### config.mk
export PLATFORM = sky130hd
export DESIGN_NAME = core_lsu_axi_flat
export DESIGN_NICKNAME = d
export VERILOG_FILES = /design/src/rtl/core_lsu_axi_if.sv /design/src/rtl/core_lsu_axi.sv /design/src/flat_wrapper.sv
export SDC_FILE = /design/constraint.sdc
export NUM_CORES = 1
export LEC_CHECK = 0
export CAP_MARGIN = 25
export CORE_MARGIN = 2
export CORE_UTILIZATION = 40
export CTS_CLUSTER_SIZE = 8
export DETAILED_ROUTE_END_ITERATION = 10
export PLACE_DENSITY = 0.84
export SETUP_SLACK_MARGIN = 0.05
export SYNTH_ARGS = -nofsm -noshare
export SYNTH_HDL_FRONTEND = slang
export SYNTH_SLANG_ARGS = --single-unit
### constraint.sdc
create_clock -name CLK -period 2.3 [get_ports CLK]
set_input_delay 0.46 -clock CLK [delete_from_list [all_inputs] [get_ports CLK]]
set_output_delay 0.46 -clock CLK [all_outputs]
set_load 0.1 [all_outputs]
### src/rtl/core_lsu_axi_if.sv
// AXI4-Lite bus bundle between the load/store unit (master) and data memory (slave).
interface core_lsu_axi_if #(
  parameter int AXI_AWIDTH = 32,
  parameter int AXI_DWIDTH = 32
);
  logic [AXI_AWIDTH-1:0]   AWADDR;
  logic                    AWVALID;
  logic                    AWREADY;
  logic [AXI_DWIDTH-1:0]   WDATA;
  logic [AXI_DWIDTH/8-1:0] WSTRB;
  logic                    WVALID;
  logic                    WREADY;
  logic [1:0]              BRESP;
  logic                    BVALID;
  logic                    BREADY;
  logic [AXI_AWIDTH-1:0]   ARADDR;
  logic                    ARVALID;
  logic                    ARREADY;
  logic [AXI_DWIDTH-1:0]   RDATA;
  logic [1:0]              RRESP;
  logic                    RVALID;
  logic                    RREADY;

  modport master (
    output AWADDR, AWVALID, input AWREADY,
    output WDATA, WSTRB, WVALID, input WREADY,
    input BRESP, BVALID, output BREADY,
    output ARADDR, ARVALID, input ARREADY,
    input RDATA, RRESP, RVALID, output RREADY
  );

  modport slave (
    input AWADDR, AWVALID, output AWREADY,
    input WDATA, WSTRB, WVALID, output WREADY,
    output BRESP, BVALID, input BREADY,
    input ARADDR, ARVALID, output ARREADY,
    output RDATA, RRESP, RVALID, input RREADY
  );
endinterface

### src/rtl/core_lsu_axi.sv
// AXI4-Lite load/store unit for the RV32I data port: strobes, lane shifting, load extension.
// Optional macro LSU_MISALIGN_TRAP_EN: report misaligned H/W accesses instead of silently aligning.
module core_lsu_axi #(
  parameter int AXI_AWIDTH = 32,
  parameter int AXI_DWIDTH = 32
) (
  input  logic        CLK,
  input  logic        NRST,
  input  logic        REQ_VALID,
  output logic        REQ_READY,
  input  logic        REQ_STORE,
  input  logic [1:0]  REQ_SIZE,
  input  logic        REQ_UNSIGNED,
  input  logic [31:0] REQ_ADDR,
  input  logic [31:0] REQ_WDATA,
  output logic        RSP_VALID,
  output logic [31:0] RSP_RDATA,
  output logic [1:0]  RSP_ERR,
  core_lsu_axi_if.master axi
);
  // state       | meaning
  // IDLE        | ready for a new request
  // WADDR_DATA  | AW and W offered, each dropped after its own handshake
  // WRESP       | waiting for write response
  // RADDR       | AR offered
  // RDATA       | waiting for read data
  // RESP        | one-cycle response pulse to the pipeline
  localparam int NB = AXI_DWIDTH / 8;
  localparam int LW = $clog2(NB);

  typedef enum logic [2:0] {
    S_IDLE, S_WADDR_DATA, S_WRESP, S_RADDR, S_RDATA, S_RESP
  } state_t;

  state_t state, state_nxt;

  logic [AXI_AWIDTH-1:0] awaddr_q, araddr_q;
  logic [AXI_DWIDTH-1:0] wdata_q;
  logic [NB-1:0]         wstrb_q;
  logic                  aw_done, w_done;
  logic [1:0]            size_q;
  logic                  uns_q;
  logic [LW-1:0]         lane_q;
  logic [31:0]           rsp_rdata_q;
  logic [1:0]            rsp_err_q;

  logic [AXI_AWIDTH-1:0] req_addr_t, req_addr_al, req_beat;
  logic                  req_byte, req_half, req_trap;
  logic [LW-1:0]         req_lane;
  logic [NB-1:0]         req_mask;
  logic [AXI_DWIDTH-1:0] req_wdata_rep;
  logic                  accept, aw_hs, w_hs;
  logic [AXI_DWIDTH-1:0] rd_shift;
  logic [31:0]           rd_ext;

  always_comb begin
    req_byte    = (REQ_SIZE == 2'b00);
    req_half    = (REQ_SIZE == 2'b01);
    req_addr_t  = REQ_ADDR[AXI_AWIDTH-1:0];
    req_addr_al = req_addr_t;
    // natural alignment also guarantees no access straddles a bus beat
    if (req_half)
      req_addr_al[0] = 1'b0;
    else if (!req_byte)
      req_addr_al[1:0] = 2'b00;
    req_beat      = {req_addr_al[AXI_AWIDTH-1:LW], {LW{1'b0}}};
    req_lane      = req_addr_al[LW-1:0];
    req_mask      = req_byte ? NB'(1) : (req_half ? NB'(3) : NB'(15));
    req_wdata_rep = {(AXI_DWIDTH/32){REQ_WDATA}};
  end

`ifdef LSU_MISALIGN_TRAP_EN
  always_comb begin
    req_trap = req_half ? req_addr_t[0] : (!req_byte && (req_addr_t[1:0] != 2'b00));
  end
`else
  assign req_trap = 1'b0;
`endif

  assign accept = REQ_VALID && (state == S_IDLE);
  assign aw_hs  = axi.AWVALID && axi.AWREADY;
  assign w_hs   = axi.WVALID && axi.WREADY;

  always_comb begin
    rd_shift = axi.RDATA >> {lane_q, 3'b000};
    case (size_q)
      2'b00:   rd_ext = {{24{!uns_q && rd_shift[7]}}, rd_shift[7:0]};
      2'b01:   rd_ext = {{16{!uns_q && rd_shift[15]}}, rd_shift[15:0]};
      default: rd_ext = rd_shift[31:0];
    endcase
  end

  always_ff @(posedge CLK or negedge NRST) begin
    if (!NRST) state <= S_IDLE;
    else       state <= state_nxt;
  end

  always_comb begin
    state_nxt = state;
    case (state)
      S_IDLE: begin
        if (REQ_VALID) begin
          if (req_trap)       state_nxt = S_RESP;
          else if (REQ_STORE) state_nxt = S_WADDR_DATA;
          else                state_nxt = S_RADDR;
        end
      end
      S_WADDR_DATA: if ((aw_done || aw_hs) && (w_done || w_hs)) state_nxt = S_WRESP;
      S_WRESP:      if (axi.BVALID)  state_nxt = S_RESP;
      S_RADDR:      if (axi.ARREADY) state_nxt = S_RDATA;
      S_RDATA:      if (axi.RVALID)  state_nxt = S_RESP;
      S_RESP:       state_nxt = S_IDLE;
      default:      state_nxt = S_IDLE;
    endcase
  end

  always_comb begin
    REQ_READY   = (state == S_IDLE);
    RSP_VALID   = (state == S_RESP);
    axi.AWVALID = (state == S_WADDR_DATA) && !aw_done;
    axi.WVALID  = (state == S_WADDR_DATA) && !w_done;
    axi.BREADY  = (state == S_WRESP);
    axi.ARVALID = (state == S_RADDR);
    axi.RREADY  = (state == S_RDATA);
  end

  always_ff @(posedge CLK or negedge NRST) begin
    if (!NRST) begin
      awaddr_q    <= '0;
      araddr_q    <= '0;
      wdata_q     <= '0;
      wstrb_q     <= '0;
      aw_done     <= 1'b0;
      w_done      <= 1'b0;
      size_q      <= 2'b00;
      uns_q       <= 1'b0;
      lane_q      <= '0;
      rsp_rdata_q <= '0;
      rsp_err_q   <= 2'b00;
    end else begin
      if (accept) begin
        aw_done     <= 1'b0;
        w_done      <= 1'b0;
        size_q      <= REQ_SIZE;
        uns_q       <= REQ_UNSIGNED;
        lane_q      <= req_lane;
        rsp_rdata_q <= '0;
        rsp_err_q   <= req_trap ? 2'b10 : 2'b00;
        if (!req_trap) begin
          if (REQ_STORE) begin
            awaddr_q <= req_beat;
            wstrb_q  <= req_mask << req_lane;
            wdata_q  <= req_wdata_rep << {req_lane, 3'b000};
          end else begin
            araddr_q <= req_beat;
          end
        end
      end
      if (aw_hs) aw_done <= 1'b1;
      if (w_hs)  w_done  <= 1'b1;
      if ((state == S_WRESP) && axi.BVALID)
        rsp_err_q <= (axi.BRESP != 2'b00) ? 2'b01 : 2'b00;
      if ((state == S_RDATA) && axi.RVALID) begin
        rsp_err_q   <= (axi.RRESP != 2'b00) ? 2'b01 : 2'b00;
        rsp_rdata_q <= (axi.RRESP != 2'b00) ? 32'h0 : rd_ext;
      end
    end
  end

  assign axi.AWADDR = awaddr_q;
  assign axi.ARADDR = araddr_q;
  assign axi.WDATA  = wdata_q;
  assign axi.WSTRB  = wstrb_q;
  assign RSP_RDATA  = rsp_rdata_q;
  assign RSP_ERR    = rsp_err_q;
endmodule

### src/flat_wrapper.sv
// flat-port wrapper written by rule: the top's interface ports become plain ports
module core_lsu_axi_flat 
#(
  parameter int AXI_AWIDTH = 32,
  parameter int AXI_DWIDTH = 32
)
  (CLK, NRST, REQ_VALID, REQ_READY, REQ_STORE, REQ_SIZE, REQ_UNSIGNED, REQ_ADDR, REQ_WDATA, RSP_VALID, RSP_RDATA, RSP_ERR, axi_AWADDR, axi_AWVALID, axi_AWREADY, axi_WDATA, axi_WSTRB, axi_WVALID, axi_WREADY, axi_BRESP, axi_BVALID, axi_BREADY, axi_ARADDR, axi_ARVALID, axi_ARREADY, axi_RDATA, axi_RRESP, axi_RVALID, axi_RREADY);
  core_lsu_axi_if #(.AXI_AWIDTH(AXI_AWIDTH), .AXI_DWIDTH(AXI_DWIDTH)) axi_i ();
  input  logic CLK;
  input  logic NRST;
  input  logic REQ_VALID;
  output logic REQ_READY;
  input  logic REQ_STORE;
  input  logic [1:0] REQ_SIZE;
  input  logic REQ_UNSIGNED;
  input  logic [31:0] REQ_ADDR;
  input  logic [31:0] REQ_WDATA;
  output logic RSP_VALID;
  output logic [31:0] RSP_RDATA;
  output logic [1:0] RSP_ERR;
  output wire logic [$bits(axi_i.AWADDR)-1:0] axi_AWADDR;
  output wire logic [$bits(axi_i.AWVALID)-1:0] axi_AWVALID;
  input wire logic [$bits(axi_i.AWREADY)-1:0] axi_AWREADY;
  output wire logic [$bits(axi_i.WDATA)-1:0] axi_WDATA;
  output wire logic [$bits(axi_i.WSTRB)-1:0] axi_WSTRB;
  output wire logic [$bits(axi_i.WVALID)-1:0] axi_WVALID;
  input wire logic [$bits(axi_i.WREADY)-1:0] axi_WREADY;
  input wire logic [$bits(axi_i.BRESP)-1:0] axi_BRESP;
  input wire logic [$bits(axi_i.BVALID)-1:0] axi_BVALID;
  output wire logic [$bits(axi_i.BREADY)-1:0] axi_BREADY;
  output wire logic [$bits(axi_i.ARADDR)-1:0] axi_ARADDR;
  output wire logic [$bits(axi_i.ARVALID)-1:0] axi_ARVALID;
  input wire logic [$bits(axi_i.ARREADY)-1:0] axi_ARREADY;
  input wire logic [$bits(axi_i.RDATA)-1:0] axi_RDATA;
  input wire logic [$bits(axi_i.RRESP)-1:0] axi_RRESP;
  input wire logic [$bits(axi_i.RVALID)-1:0] axi_RVALID;
  output wire logic [$bits(axi_i.RREADY)-1:0] axi_RREADY;
  assign axi_AWADDR = axi_i.AWADDR;
  assign axi_AWVALID = axi_i.AWVALID;
  assign axi_i.AWREADY = axi_AWREADY;
  assign axi_WDATA = axi_i.WDATA;
  assign axi_WSTRB = axi_i.WSTRB;
  assign axi_WVALID = axi_i.WVALID;
  assign axi_i.WREADY = axi_WREADY;
  assign axi_i.BRESP = axi_BRESP;
  assign axi_i.BVALID = axi_BVALID;
  assign axi_BREADY = axi_i.BREADY;
  assign axi_ARADDR = axi_i.ARADDR;
  assign axi_ARVALID = axi_i.ARVALID;
  assign axi_i.ARREADY = axi_ARREADY;
  assign axi_i.RDATA = axi_RDATA;
  assign axi_i.RRESP = axi_RRESP;
  assign axi_i.RVALID = axi_RVALID;
  assign axi_RREADY = axi_i.RREADY;
  core_lsu_axi #(.AXI_AWIDTH(AXI_AWIDTH), .AXI_DWIDTH(AXI_DWIDTH)) u_core (.CLK(CLK), .NRST(NRST), .REQ_VALID(REQ_VALID), .REQ_READY(REQ_READY), .REQ_STORE(REQ_STORE), .REQ_SIZE(REQ_SIZE), .REQ_UNSIGNED(REQ_UNSIGNED), .REQ_ADDR(REQ_ADDR), .REQ_WDATA(REQ_WDATA), .RSP_VALID(RSP_VALID), .RSP_RDATA(RSP_RDATA), .RSP_ERR(RSP_ERR), .axi(axi_i));
endmodule
==> reports/results.ini <==
[outcome]
status=finished clean

[layout]
nets=887
drive_above_1_share=0.383
synthToLayoutAreaGrowth_pct=52.1
insertedDiodeCount=0
utilization=0.625
fillers=1184
final_area_mm2=0.00957

[floorplanning]
die_w_um=129
initial_utilization=0.411
die_h_um=129
die_area_mm2=0.0168
core_mm2=0.0153
ios=253
rows=45

[global_routing]
gr-total-overflow=0
grt_max_degree=54
gr-usage-met2=0.374
grtUsageMet3=0.0590
grt-busiest-layer=met2
antenna_found_initial=0
met1_usage=0.254
grt_pass1_wl_um=27700
gr-usage-all-layers=0.215
grt_pass1_vias=5396

[detailed_routing]
vias_per_cell=5.23
routed_wl_um=18300
first_pass_iters=6
vias=5210
wl_per_cell_um=18.3
drc=0
drtIter0Drc=253
antenna_left=0

[synth]
synth_cell_types=43
synthTopCellsByArea=dfrtp_1 55%, mux2_2 14%, mux2i_1 6.0%
synth.avg_cell_area_um2=12.3
synth_xor_area_frac=0
synth_top_area_share=0.553
postSynthCellCount=512
synth_compound_area_frac=0.112
synthTopCellsByCount=139 x dfrtp_1, 79 x mux2_2, 53 x nand2_1
synth_top_family_by_area=multiplexers
yosysTopAreaCell=dfrtp_1
synth.most_common_cell=dfrtp_1
yosys_warnings=0
synth.area.mux_share=0.216
synth_edf_count=0
yosys_most_used_dff=dfrtp_1
synth_async_sr_flop_share=1.00
synthSimpleGateAreaFrac=0.0867
syn_area_mm2=0.00629
synth-seq-cells=139
synth_fa_ha_area_frac=0
ys_seq_area_frac=0.553

[sta]
finalSetupViolCount=0
fin_crit_ns=2.19
hold_viol=0
finalClockSkew_ns=0.00689
tightest_slew_ns=0.936
layout_worst_path_cycle_share=0.951
relSlewSlack=0.372
fmax_mhz=457
grt_setup_unrepaired=yes
drv_slew=0

[run]
maxCapViolations=0

[setup_path]
startpoint_type=register
reg2reg_depth=5
r2r-start=u_core.state[1]
cp_max_fo=8
worst_ep_arrival_time_ns=1.73
regToRegEndpoint=u_core.RSP_RDATA[29]
r2r_slack_ns=0.22
critical_path_class=reg2out
crit_required_ns=1.84
cp-end-kind=primary output

[clock_network]
cts_root_buf=clkbuf_16
clock_latency_ns=0.41
cts_tree=yes
htree_levels=4
path_clk_slew_ns=0.06
cts_hold_buffers=0
clockBufferDepth=2
cts_buffers=17
post_cts_buffers=0
postCtsResizedCells=0
cts_sinks=139

[placement]
io_buffer_count=247
dpl-instance-area_mm2=0.00897
globalplace.congestion=0.856
hpwl_um=13800

[worst_hold_path]
min_path_type=in2async

[worst max-delay path, cell delays in order (launching register included)]
cell	delay, ns
dfrtp_1	0.38
buf_4	0.17
nor2_1	0.19
nand2_1	0.10
nor2_1	0.26
buf_12	0.22
[registers in the layout, summed over array words and instances, names as in the netlist]
| name | count |
|---|---|
| u_core.axi.ARADDR | 30 |
| u_core.state | 3 |
| u_core.axi.WSTRB | 4 |
| u_core.aw_done | 1 |
| u_core.RSP_RDATA | 32 |
| u_core.uns_q | 1 |
| u_core.lane_q | 2 |
| u_core.axi.WDATA | 32 |
| u_core.RSP_ERR | 1 |
| u_core.w_done | 1 |
| u_core.axi.AWADDR | 30 |
| u_core.size_q | 2 |
[final cells by class]
class	count	area, µm²	share of cell area
sequential	139	3480	0.363
multi-input combinational	336	2670	0.279
timing repair buffer	279	2540	0.266
clock buffer	20	467	0.0487
tap	211	264	0.0276
clock inverter	10	141	0.0148
inverter	2	7.51	0.000784
[cells by family after synthesis]
| group | Yosys count |
|---|---|
| AO/OA/AOI/OAI | 105 |
| buffers and inverters | 41 |
| flip-flops | 139 |
| multiplexers | 121 |
| other | 1 |
| AND/OR/NAND/NOR | 105 |
[layer usage]
metal  up-vias  routed length [µm]
li1       2378                   -
met1      2579                7350
met2       227                9250
met3        26                1330
met4         0                 327
met5         -                   0
[placed cells by master, fill, tap and decap left out, drive strengths merged, types with 6 or more instances in the layout]
cell           instances
a22o                  10
nand3b                10
clkdlybuf4s50        110
clkbuf                20
a221o                 16
dfrtp                139
a21oi                 15
buf                  169
nor2                  22
nor3b                  6
nand2                 54
mux2i                 38
o21ai                 47
mux2                  79
[worst max path at each step]
| stage | startpoint | to |
|---|---|---|
| floorplan | u_core.state[0] | axi_AWVALID |
| global placement | axi_RVALID | u_core.RSP_RDATA[6] |
| detailed placement | axi_RVALID | u_core.RSP_RDATA[19] |
| CTS | u_core.state[2] | axi_WVALID |
| global route | u_core.state[2] | axi_WVALID |
| finish | u_core.state[2] | axi_WVALID |
[stage by stage]
stage	cells	worst slack [ns]	TNS [ns]	hold WS (ns)
final	997	0.112	0	0.00911
after global routing	997	-0.0119	-0.0176	0.0279
after CTS	997	0.0966	0	0.00777
after detailed placement	967	-0.179	-3.31	0.452
after global placement	966	-0.162	-2.70	0.444
after floorplan	516	-0.315	-1.44	0.164
Power is left out: the tool's default activity adds up to more than one toggle a clock period on the data nets, which glitch-free logic cannot reach.
